===== src/rtl/iq_axis_decimator.sv =====
`default_nettype none
// ============================================================================
// Module   : iq_axis_decimator
// Purpose  : Two-channel boxcar decimator (2^k averaging) feeding an AXI4-Stream
//            master through a 2-entry first-word-fall-through FIFO.
// Revision : 1.0 - initial release
// ============================================================================
module iq_axis_decimator #(
    parameter int DATA_WIDTH   = 48,
    parameter int CH_WIDTH     = 24,
    parameter int MAX_LOG2_DEC = 10
) (
    input  logic                  aclk,
    input  logic                  aresetn,
    input  logic [DATA_WIDTH-1:0] s_data,
    input  logic                  s_valid,
    input  logic [3:0]            dec_log2,
    input  logic                  clear_ovf,
    output logic [DATA_WIDTH-1:0] m_axis_tdata,
    output logic                  m_axis_tvalid,
    input  logic                  m_axis_tready,
    output logic                  overflow
);

    localparam int               c_ACC_W = CH_WIDTH + MAX_LOG2_DEC;
    localparam int               c_CNT_W = MAX_LOG2_DEC;
    localparam logic [3:0]       c_MAX_K = 4'(MAX_LOG2_DEC);
    localparam logic [c_CNT_W-1:0] c_ONES = {c_CNT_W{1'b1}};

    // ------------------------------------------------------------------
    // Accumulation datapath
    // ------------------------------------------------------------------
    logic        [3:0]          r_k;
    logic        [c_CNT_W-1:0]  r_cnt;
    logic signed [c_ACC_W-1:0]  r_acc_a;
    logic signed [c_ACC_W-1:0]  r_acc_b;

    logic        [3:0]          w_dec_clamped;
    logic        [3:0]          w_k;
    logic        [c_CNT_W-1:0]  w_last_cnt;
    logic                       w_block_end;
    logic signed [c_ACC_W-1:0]  w_ext_a;
    logic signed [c_ACC_W-1:0]  w_ext_b;
    logic signed [c_ACC_W-1:0]  w_sum_a;
    logic signed [c_ACC_W-1:0]  w_sum_b;
    logic        [CH_WIDTH-1:0] w_avg_a;
    logic        [CH_WIDTH-1:0] w_avg_b;

    assign w_dec_clamped = (dec_log2 > c_MAX_K) ? c_MAX_K : dec_log2;
    // The first sample of a block already uses the freshly latched exponent.
    assign w_k           = (r_cnt == '0) ? w_dec_clamped : r_k;
    assign w_last_cnt    = ~(c_ONES << w_k);
    assign w_block_end   = s_valid && (r_cnt == w_last_cnt);

    assign w_ext_a = {{MAX_LOG2_DEC{s_data[CH_WIDTH-1]}}, s_data[CH_WIDTH-1:0]};
    assign w_ext_b = {{MAX_LOG2_DEC{s_data[2*CH_WIDTH-1]}}, s_data[2*CH_WIDTH-1:CH_WIDTH]};
    assign w_sum_a = r_acc_a + w_ext_a;
    assign w_sum_b = r_acc_b + w_ext_b;
    assign w_avg_a = CH_WIDTH'(w_sum_a >>> w_k);
    assign w_avg_b = CH_WIDTH'(w_sum_b >>> w_k);

    always_ff @(posedge aclk or negedge aresetn) begin
        if (!aresetn) begin
            r_k     <= '0;
            r_cnt   <= '0;
            r_acc_a <= '0;
            r_acc_b <= '0;
        end else if (s_valid) begin
            if (r_cnt == '0) begin
                r_k <= w_dec_clamped;
            end
            if (w_block_end) begin
                r_cnt   <= '0;
                r_acc_a <= '0;
                r_acc_b <= '0;
            end else begin
                r_cnt   <= r_cnt + 1'b1;
                r_acc_a <= w_sum_a;
                r_acc_b <= w_sum_b;
            end
        end
    end

    // ------------------------------------------------------------------
    // 2-entry FWFT output FIFO
    // ------------------------------------------------------------------
    logic [DATA_WIDTH-1:0] r_mem [2];
    logic                  r_wr_ptr;
    logic                  r_rd_ptr;
    logic [1:0]            r_count;
    logic                  r_overflow;

    logic                  w_pop;
    logic                  w_accept;
    logic                  w_drop;

    assign w_pop    = (r_count != 2'd0) && m_axis_tready;
    // A pop on the same edge frees a slot, so a full FIFO can still accept.
    assign w_accept = w_block_end && ((r_count != 2'd2) || w_pop);
    assign w_drop   = w_block_end && !w_accept;

    always_ff @(posedge aclk or negedge aresetn) begin
        if (!aresetn) begin
            r_mem[0]   <= '0;
            r_mem[1]   <= '0;
            r_wr_ptr   <= 1'b0;
            r_rd_ptr   <= 1'b0;
            r_count    <= 2'd0;
            r_overflow <= 1'b0;
        end else begin
            if (w_accept) begin
                r_mem[r_wr_ptr] <= {w_avg_b, w_avg_a};
                r_wr_ptr        <= ~r_wr_ptr;
            end
            if (w_pop) begin
                r_rd_ptr <= ~r_rd_ptr;
            end
            case ({w_accept, w_pop})
                2'b10:   r_count <= r_count + 2'd1;
                2'b01:   r_count <= r_count - 2'd1;
                default: r_count <= r_count;
            endcase
            if (w_drop) begin
                r_overflow <= 1'b1;
            end else if (clear_ovf) begin
                r_overflow <= 1'b0;
            end
        end
    end

    assign m_axis_tvalid = (r_count != 2'd0);
    assign m_axis_tdata  = m_axis_tvalid ? r_mem[r_rd_ptr] : '0;
    assign overflow      = r_overflow;

endmodule
`default_nettype wire


===== config.mk =====
export PLATFORM = sky130hd
export DESIGN_NAME = iq_axis_decimator
export DESIGN_NICKNAME = d
export VERILOG_FILES = /design/src/rtl/iq_axis_decimator.sv
export SDC_FILE = /design/constraint.sdc
export NUM_CORES = 1
export LEC_CHECK = 0
export ABC_AREA = 0
export CAP_MARGIN = 10
export CORE_ASPECT_RATIO = 0.8
export CORE_UTILIZATION = 45
export DETAILED_ROUTE_END_ITERATION = 8
export MAX_ROUTING_LAYER = met4
export SETUP_SLACK_MARGIN = 0.1
export SLEW_MARGIN = 20
export SYNTH_ARGS = -nofsm -noshare
export SYNTH_HDL_FRONTEND = slang
export SYNTH_SLANG_ARGS = --single-unit

===== constraint.sdc =====
create_clock -name aclk -period 5.5 [get_ports aclk]
set_clock_uncertainty 0.1 [all_clocks]
set_input_delay 1.65 -clock aclk [delete_from_list [all_inputs] [get_ports aclk]]
set_output_delay 1.65 -clock aclk [all_outputs]
set_load 0.05 [all_outputs]

==> impl_metrics.env, run 1 <==
export IMPL_grt_pass1_vias=15338
export IMPL_synthAdderAreaFrac_pct=5.73
export IMPL_cts_buffers_inserted=17
export IMPL_reg2reg_to="r_mem[95]"
export IMPL_fillers=3232
export IMPL_cp_slowest_stage_delay_ns=0.51
export IMPL_synthXorXnorAreaFrac_pct=2.95
export IMPL_synth_area_per_cell_um2=8.32
export IMPL_outcome="finished clean"
export IMPL_fmax_ghz=0.193
export IMPL_grt_usage_pct=30.7
export IMPL_drt_total_wl_um=52800
export IMPL_slew_headroom_pct=27.5
export IMPL_area_delta_synth_final_pct=22.6
export IMPL_rsz0062_at_grt="false"
export IMPL_swShare_pct=50.0
export IMPL_placed_area_um2=18700
export IMPL_cts_setup_buffers=0
export IMPL_synth_simple_gate_area_share_pct=19.0
export IMPL_clkPwrFrac_pct=11.1
export IMPL_cp_cell_sequence="clkdlybuf4s50_1 -> ha_1 -> fa_1 -> a21o_1 -> a221o_1 -> nand4_1 -> a211oi_1 -> or4_1 -> nand3_1 -> o21ai_0 -> a221oi_1 -> a211oi_1 -> buf_4 -> mux2_2"
export IMPL_p_leak_nw=8.24
export IMPL_fin_setup_tns_ns=0
export IMPL_netlist_instances=1893
export IMPL_crit_fanout=4
export IMPL_antenna_found_initial=0
export IMPL_grt_max_degree=101
export IMPL_crit_required_ns=5.75
export IMPL_start_util_pct=46.3
export IMPL_ys_types=85
export IMPL_grt_overflow=0
export IMPL_gp_congestion=0.982
export IMPL_fp_coreArea_um2=34000
export IMPL_r2r_cells=12
export IMPL_p_comb_share_pct=73.4
export IMPL_min_from="r_mem[93]"
export IMPL_rows=60
export IMPL_synth_edf_count=0
export IMPL_clockBufferDepth=2
export IMPL_vias_per_cell=6.14
export IMPL_clk_pin_slew_ns=0.08
export IMPL_synth_top_flop_cell="dfrtp_1"
export IMPL_clock_sinks=183
export IMPL_route_detailed_drc=0
export IMPL_drv_slew=0
export IMPL_async_reset_ff_share_pct=100
export IMPL_drtIter0Drc=1379
export IMPL_p_per_area_nw_per_um2=619
export IMPL_ys_warn_count=0
export IMPL_fin_crit_sh_pct=94.3
export IMPL_drtPass1Iterations=6
export IMPL_cts_tree="done"
export IMPL_post_route_util_pct=56.8
export IMPL_dpl_hpwl_um=39400
export IMPL_synth_area_leader_cell="dfrtp_1"
export IMPL_postCtsHoldBufs=0
export IMPL_n_antenna_cell=0
export IMPL_synth_compound_area_share_pct=25.6
export IMPL_min_to="r_mem[93]"
export IMPL_vias=15849
export IMPL_layout_drive_gt1_share_pct=15.2
export IMPL_crit_type="primary input to flop"
export IMPL_crit_path_end_kind="flop"
export IMPL_power_frac_seq_pct=15.5
export IMPL_cp_slowest_cell="a221oi_1"
export IMPL_antenna_left=0
export IMPL_synth_top_family_by_area="compound AO/OA/AOI/OAI gates"
export IMPL_r2r_start="r_cnt[1]"
export IMPL_ys_ff_latch=183
export IMPL_synth_top_cell_area_share_pct=29.1
export IMPL_crit_arrival_ns=5.44
export IMPL_grt_pass1_wl_um=84400
export IMPL_worstHoldPathCells=1
export IMPL_final_area_um2=19300
export IMPL_syn_cell_area_um2=15800
export IMPL_fin_nets=2233
export IMPL_io_pin_count=107
export IMPL_synth_mux_area_share_pct=13.2
export IMPL_port_buffers=106
export IMPL_wl_per_cell_um=20.5
export IMPL_switchingPower_mw=5.98
export IMPL_syn_nets=2021
export IMPL_cts_root_buf="clkbuf_16"
export IMPL_vdd_drop_max_mv=0.260
export IMPL_h_tree_depth=4
export IMPL_fp_dieH_um=169
export IMPL_power_internal_mw=5.98
export IMPL_setup_viol=0
export IMPL_tightestPinTransition_ns=1.08
export IMPL_r2r_slack_ns=0.94
export IMPL_cpMostUsedCell="a211oi_1"
export IMPL_cp_start_kind="primary input"
export IMPL_fin_crit_ns=5.19
export IMPL_ys_seq_area_share_pct=29.1
export IMPL_maxCapViolCount=0
export IMPL_die_area_um2=35800
export IMPL_clk_latency_ns=0.47
export IMPL_cts_resized=0
export IMPL_synthTopCellsByArea="dfrtp_1 29%, mux2i_1 7.2%, ha_1 5.5%, nand2_1 5.2%, mux2_1 4.4%"
export IMPL_hold_violations=0
export IMPL_hp_class="flop to flop"
export IMPL_die_x_um=211
[registers in the layout, indices dropped and copies added, names as in the netlist]
register  count
r_count       2
r_rd_ptr      1
r_acc_b      34
r_cnt        10
r_mem        96
overflow      1
r_wr_ptr      1
r_k           4
r_acc_a      34
[cell families (layout without fill, tap and decap cells)]
kind of cell    count (synthesis)  after routing
fa+ha+maj                      71             71
xor+xnor                       53             53
flops                         183            183
simple gates                  636            636
mux                           196            196
buf+inv                       170            395
compound gates                584            584
[cell type report]
class	instances	area (um2)	area share [%]
tap	465	582	3.01
multi-input combinational	1540	10600	54.6
sequential	183	4580	23.7
clock inverter	15	196	1.02
clock buffer	17	425	2.20
timing repair buffer	334	2870	14.9
inverter	29	109	0.563
[worst max-delay path, delay by kind of cell]
kind	cells	cell delay (ns)
AND/OR/NAND/NOR	3	0.82
adder cells (fa/ha/maj)	2	0.65
multiplexers	1	0.25
AO/OA/AOI/OAI	6	1.48
buffers and inverters	2	0.59
[cell usage in the layout (no fill, tap or decap), types with 18 or more instances in the layout]
| cell type | count |
|---|---|
| a211oi_1 | 47 |
| a21o_1 | 24 |
| a21oi_1 | 121 |
| a22o_1 | 18 |
| a22oi_1 | 24 |
| a31oi_1 | 26 |
| and3_1 | 23 |
| buf_4 | 220 |
| clkdlybuf4s50_1 | 104 |
| dfrtp_1 | 182 |
| ha_1 | 69 |
| inv_1 | 28 |
| mux2_1 | 61 |
| mux2_2 | 21 |
| mux2i_1 | 113 |
| nand2_1 | 219 |
| nand3_1 | 33 |
| nand4_1 | 29 |
| nor2_1 | 174 |
| nor3_1 | 49 |
| nor4_1 | 18 |
| o211ai_1 | 30 |
| o21ai_0 | 89 |
| o2bb2ai_1 | 47 |
| o31ai_1 | 20 |
| xnor2_1 | 30 |
| xor2_1 | 23 |
[power by group through the flow]
stage | combinational, mW | sequential, mW | clock, mW
after detailed placement | 8.59 | 1.86 | 0
after CTS | 8.63 | 1.84 | 1.35
after global placement | 8.53 | 1.86 | 0
after global routing | 9.50 | 1.88 | 1.40
after floorplan | 5.10 | 1.78 | 0
final | 8.78 | 1.85 | 1.33
[through the flow]
step	hold WS (ns)	total power [mW]	setup slack, ns	std cells
after floorplan	0.348	6.88	0.393	1893
after global placement	0.361	10.4	-0.288	2551
after detailed placement	0.372	10.5	-0.168	2551
after CTS	0.389	11.8	0.291	2583
after global routing	0.405	12.8	0.105	2583
final	0.387	12.0	0.311	2583
[routing by layer]
metal | up-vias | global-route usage (%) | routed length [um]
met3 | 85 | 4.05 | 2930
met1 | 7686 | 41.3 | 24200
met2 | 518 | 48.3 | 24300
met5 | - | - | 0
met4 | 0 | 8.98 | 1370
li1 | 7560 | - | -
[cells in the mapped netlist (47+ instances only)]
cell and number:
o2bb2ai_1 47, nand2_1 220, a21oi_1 121, o21ai_0 90, mux2_1 61, mux2i_1 113, nor2_1 176, clkbuf_1 105
dfrtp_1 183, ha_1 69, nor3_1 49, a211oi_1 48
[worst max-delay path by stage]
stage	startpoint	end	cells after the start
CTS	s_data[0]	r_mem[67]	17
floorplan	s_data[24]	r_mem[94]	12
finish	s_data[0]	r_mem[19]	14
detailed placement	s_data[25]	r_mem[75]	15
global route	s_data[25]	r_mem[75]	15
global placement	s_data[0]	r_mem[67]	17
Note: power is estimated with default switching activity, not from simulation.
==> inputs of run 2 (changes only) <==
- PLACE_DENSITY: default -> 0.62
==> run 2 against run 1 <==
  * Critical path depth up 2
  * First-iteration DRC count up 9.3%
  * Worst setup slack worse by 0.062 ns
  * Via count is essentially flat
  * Register-to-register slack lost 0.21 ns
  * Wire length rose by 1.1%
  * Largest power group unchanged
  * Die area unchanged
  * Clock-buffer cell count unchanged
  * Design area hardly changed
  * Hold slack worse by 0.0036 ns
  * Combinational power shrank 1%
  * Largest cell class unchanged
==> impl_metrics.env, run 2 (same netlist as run 1, synthesis figures left out) <==
export IMPL_outcome="finished clean"
export IMPL_route_detailed_drc=0
export IMPL_slew_headroom_pct=27.4
export IMPL_cp_start_kind="primary input"
export IMPL_crit_fanout=4
export IMPL_final_cell_mix="220 x buf_4, 219 x nand2_1, 182 x dfrtp_1, 174 x nor2_1, 121 x a21oi_1"
export IMPL_postCtsHoldBufs=0
export IMPL_crit_required_ns=5.77
export IMPL_setup_viol=0
export IMPL_gp_congestion=0.949
export IMPL_dp_cells=2550
export IMPL_crit_arrival_ns=5.52
export IMPL_r2r_slack_ns=0.73
export IMPL_cts_root_buf="clkbuf_16"
export IMPL_rows=60
export IMPL_top_regs="r_mem (96), r_acc_a (34), r_acc_b (34)"
export IMPL_fin_crit_sh_pct=95.5
export IMPL_antenna_found_initial=0
export IMPL_multi_input_area_um2=10500
export IMPL_p_per_area_nw_per_um2=614
export IMPL_grt_pass1_vias=15388
export IMPL_clk_latency_ns=0.47
export IMPL_fillers=3170
export IMPL_crit_path_end_kind="flop"
export IMPL_final_area_um2=19300
export IMPL_total_power_mw=11.9
export IMPL_drt_total_wl_um=53400
export IMPL_rsz0062_at_grt="false"
export IMPL_p_leak_nw=8.25
export IMPL_hp_class="flop to flop"
export IMPL_drtIter0Drc=1507
export IMPL_grt_max_degree=94
export IMPL_fmax_ghz=0.190
export IMPL_grt_pass1_wl_um=85200
export IMPL_largest_reg_flops=96
export IMPL_die_area_um2=35800
export IMPL_area_delta_synth_final_pct=22.6
export IMPL_layout_drive_gt1_share_pct=15.0
export IMPL_finalNonFillerCells=2583
export IMPL_seq_area_um2=4580
export IMPL_vdd_drop_max_mv=0.269
export IMPL_antenna_left=0
export IMPL_wl_per_cell_um=20.7
export IMPL_start_util_pct=46.3
export IMPL_drtPass1Iterations=6
export IMPL_hold_violations=0
export IMPL_top_register="r_mem"
export IMPL_grt_usage_pct=31.0
export IMPL_port_buffers=106
export IMPL_n_antenna_cell=0
export IMPL_vias_per_cell=6.14
export IMPL_cts_buffers_inserted=17
export IMPL_drv_slew=0
export IMPL_cts_tree="done"
export IMPL_fp_coreArea_um2=34000
export IMPL_fin_nets=2233
export IMPL_placed_area_um2=18700
export IMPL_clk_pin_slew_ns=0.08
export IMPL_dpl_hpwl_um=40300
export IMPL_crit_type="primary input to flop"
export IMPL_die_x_um=211
export IMPL_h_tree_depth=4
export IMPL_fin_setup_tns_ns=0
export IMPL_clock_sinks=183
export IMPL_clockBufferDepth=2
export IMPL_io_pin_count=107
export IMPL_maxCapViolCount=0
export IMPL_fin_crit_ns=5.25
export IMPL_layout_cells_most_common="buf_4"
export IMPL_fp_dieH_um=169
export IMPL_tightestPinTransition_ns=1.09
export IMPL_vias=15860
export IMPL_grt_overflow=0
-- run 2: cell types whose count changed in the layout (fill, tap and decap cells not counted), moves of 2 or more --
| cell | delta |
|---|---|
| inv_12 | +3 |
| inv_8 | +2 |
| a2111oi_1 | +2 |
| inv_6 | -3 |
-- run 2: power by group --
part / total [mW] / switching, mW / leakage, nW / internal, mW
Clock: 1.34 / 0.704 / 0.304 / 0.635
Sequential: 1.85 / 0.225 / 2.40 / 1.62
Combinational: 8.67 / 5.06 / 5.55 / 3.61
Total: 11.9 / 5.99 / 8.25 / 5.87
-- run 2: worst paths after layout --
path,end,startpoint,cells after the start
worst max-delay path,r_mem[32],s_data[24],16
worst min-delay path,r_mem[34],r_mem[34],2
worst max register to register,r_mem[91],r_cnt[1],13
worst min register to register,r_mem[34],r_mem[34],2
max in group asynchronous,r_mem[1],aresetn,2
min in group asynchronous,r_acc_b[13],aresetn,1
-- run 2: layout make-up --
| class | instances | share of cell area (%) |
|---|---|---|
| clock buffers | 17 | 2.20 |
| clock inverters | 15 | 1.07 |
| inverters | 29 | 0.564 |
| multi-input cells | 1540 | 54.5 |
| flip-flops and latches | 183 | 23.7 |
| well taps | 465 | 3.01 |
| repair buffers | 334 | 14.9 |
-- run 2: worst max-delay path, stage by stage --
cell,delay (ns)
clkdlybuf4s50_1,0.40
ha_1,0.22
fa_1,0.40
a21o_1,0.21
a221oi_1,0.25
buf_4,0.17
o31a_1,0.25
buf_4,0.17
o21bai_1,0.09
xnor2_1,0.40
mux2i_1,0.18
a221oi_1,0.35
buf_4,0.19
a21oi_1,0.10
and2_1,0.23
o31ai_1,0.25
-- run 2: through the flow --
stage          hold WS, ns  util, %  worst slack (ns)
5_1_grt              0.411     56.8             0.109
3_5_place_dp         0.370     54.9            -0.166
4_1_cts              0.388     56.7             0.315
2_1_floorplan        0.348        -             0.393
6_report             0.383     56.8             0.249
3_3_place_gp         0.362     54.9            -0.185
-- run 2: metal layers --
layer | global-route usage, % | vias to the layer above | part of all wire [%]
met1 | 42.1 | 7725 | 46
met5 | - | - | 0
met2 | 49.2 | 512 | 47
met3 | 3.98 | 58 | 5.4
met4 | 6.99 | 0 | 1.7
li1 | - | 7565 | -
-- run 2: timing repair --
item | in CTS | in global routing
setup buffers | 0 | 0
hold endpoints to repair | 0 | 0
gates resized for setup | 0 | 2
endpoints found under the setup margin | 0 | 4
==> inputs of run 3 (changes only) <==
- CORE_MARGIN: default -> 2
- GPL_TIMING_DRIVEN: default -> 0
==> run 3 against run 2 <==
  * First-iteration DRC count is 17% higher
  * Combinational power down 2.9%
  * Fmax shrank 2.7%
  * Non-clock buffer count fell by 75
  * Die area increased by 2.1%
  * Clock-buffer cell count unchanged
  * Critical path depth shrank 5
  * Sequential power about the same
  * Hold slack better by 0.0019 ns
  * Via count increased by 3.2%
  * Worst setup slack got worse by 0.15 ns
  * Critical path type unchanged
==> impl_metrics.env, run 3 (same netlist as run 1, synthesis figures left out) <==
export IMPL_fp_coreArea_um2=34700
export IMPL_swShare_pct=55.5
export IMPL_crit_required_ns=5.77
export IMPL_drv_slew=0
export IMPL_grt_usage_pct=34.9
export IMPL_setup_viol=0
export IMPL_fp_dieH_um=171
export IMPL_largest_reg_flops=96
export IMPL_clockBufferDepth=2
export IMPL_p_leak_nw=7.61
export IMPL_cts_buffers_inserted=17
export IMPL_maxCapViolCount=0
export IMPL_crit_type="primary input to flop"
export IMPL_p_comb_share_pct=72.5
export IMPL_switchingPower_mw=6.45
export IMPL_clk_latency_ns=0.48
export IMPL_grt_pass1_wl_um=93900
export IMPL_grt_overflow=0
export IMPL_layout_drive_gt1_share_pct=9.69
export IMPL_fin_nets=2158
export IMPL_rows=61
export IMPL_gp_congestion=1.01
export IMPL_clkPwrFrac_pct=11.7
export IMPL_io_pin_count=107
export IMPL_final_cell_mix="220 x nand2_1, 183 x dfrtp_1, 173 x nor2_1, 119 x a21oi_1, 113 x mux2i_1"
export IMPL_wl_per_cell_um=24.5
export IMPL_grt_max_degree=80
export IMPL_antenna_left=0
export IMPL_postLayoutSetupSlackWorst_ns=0.103
export IMPL_die_area_um2=36500
export IMPL_fin_crit_sh_pct=98.1
export IMPL_tightestPinTransition_ns=0.935
export IMPL_power_internal_mw=5.16
export IMPL_vias=16364
export IMPL_hold_violations=0
export IMPL_hp_class="flop to flop"
export IMPL_antenna_found_initial=0
export IMPL_placed_area_um2=17500
export IMPL_top_regs="r_mem (96), r_acc_a (34), r_acc_b (34)"
export IMPL_start_util_pct=45.5
export IMPL_crit_path_end_kind="flop"
export IMPL_n_antenna_cell=0
export IMPL_rsz0062_at_grt="true"
export IMPL_layout_cells_most_common="nand2_1"
export IMPL_die_x_um=213
export IMPL_drtIter0Drc=1761
export IMPL_slew_headroom_pct=37.2
export IMPL_port_buffers=106
export IMPL_power_frac_seq_pct=15.8
export IMPL_cts_root_buf="clkbuf_16"
export IMPL_vdd_drop_max_mv=0.319
export IMPL_clk_pin_slew_ns=0.08
export IMPL_fin_crit_ns=5.40
export IMPL_crit_arrival_ns=5.66
export IMPL_top_register="r_mem"
export IMPL_vias_per_cell=6.51
export IMPL_crit_fanout=10
export IMPL_route_detailed_drc=0
export IMPL_area_delta_synth_final_pct=18.3
export IMPL_drtPass1Iterations=6
export IMPL_h_tree_depth=4
export IMPL_grt_pass1_vias=15677
export IMPL_outcome="finished clean"
export IMPL_p_per_area_nw_per_um2=623
export IMPL_cts_tree="done"
export IMPL_fmax_ghz=0.185
export IMPL_dpl_hpwl_um=48000
export IMPL_cp_start_kind="primary input"
export IMPL_dp_slack_ns=-1.60
export IMPL_drt_total_wl_um=61700
export IMPL_final_area_um2=18600
export IMPL_total_power_mw=11.6
export IMPL_clock_sinks=183
==> run 3: cell types whose count changed in the layout (fill, tap and decap cells not counted), moves of 7 or more <==
cell and change:
buf_4 -199, clkbuf_1 +81, clkbuf_2 +21, buf_1 +12
buf_2 +11, o21ai_0 -9, o21ai_1 +8, a211oi_1 -7
==> run 3: repair_timing <==
action                     4_1_cts  5_1_grt
hold buffers                     0        0
gates resized for setup         66       51
setup endpoints to repair      158      111
hold endpoints to repair         0        0
pin swaps                        4       14
setup buffers                    4       13
==> run 3: path summary, 6_finish.rpt <==
kind                             start          end  slack, ns  depth (start not counted)
hold reg to reg               r_mem[1]     r_mem[1]       0.38                          2
hold / removal                r_mem[1]     r_mem[1]       0.38                          2
setup reg to reg              r_cnt[1]    r_mem[19]       0.38                         13
min in group asynchronous      aresetn  r_acc_b[18]       0.94                          1
setup / recovery           dec_log2[3]    r_mem[71]       0.10                         11
max in group asynchronous      aresetn    r_mem[62]       3.60                          2
==> run 3: final cells by class <==
cell class | instances | area (um2)
buffer | 134 | 588
clock buffer | 17 | 425
clock inverter | 15 | 208
fill | 3376 | 16000
inverter | 29 | 109
multi-input combinational | 1540 | 10900
sequential | 183 | 4580
tap | 472 | 591
timing repair buffer | 125 | 1250
==> run 3: critical path, stage by stage <==
cell	delay, ns
clkdlybuf4s50_1	0.53
a21oi_1	0.09
and4_1	0.26
nor2_4	0.30
clkbuf_1	0.62
buf_1	0.69
buf_2	0.46
o211ai_1	0.17
a32oi_1	0.36
mux2i_1	0.18
mux2_1	0.34
==> run 3: power by group through the flow <==
stage | Sequential (mW) | Clock (mW) | Combinational [mW]
2_1_floorplan | 1.78 | 0 | 5.10
3_3_place_gp | 1.84 | 0 | 7.47
3_5_place_dp | 1.84 | 0 | 7.51
4_1_cts | 1.82 | 1.37 | 7.86
5_1_grt | 1.86 | 1.44 | 8.93
6_report | 1.83 | 1.36 | 8.42
==> run 3: metrics by stage <==
step	std cells	util, %	hold slack [ns]	TNS [ns]
detailed placement	2473	50.4	0.368	-135.55
floorplan	1893	-	0.348	0
global route	2515	53.8	0.404	0
CTS	2506	53.0	0.385	0
global placement	2471	50.2	0.362	-1081.09
finish	2515	53.8	0.385	0
==> run 3: metal layers <==
| layer | global-route usage, % | vias to the layer above | share of wire [%] |
|---|---|---|---|
| met5 | - | - | 0 |
| met4 | 8.91 | 0 | 2.4 |
| met3 | 6.21 | 117 | 8.2 |
| met2 | 53.0 | 804 | 44 |
| met1 | 48.2 | 8038 | 45 |
| li1 | - | 7405 | - |
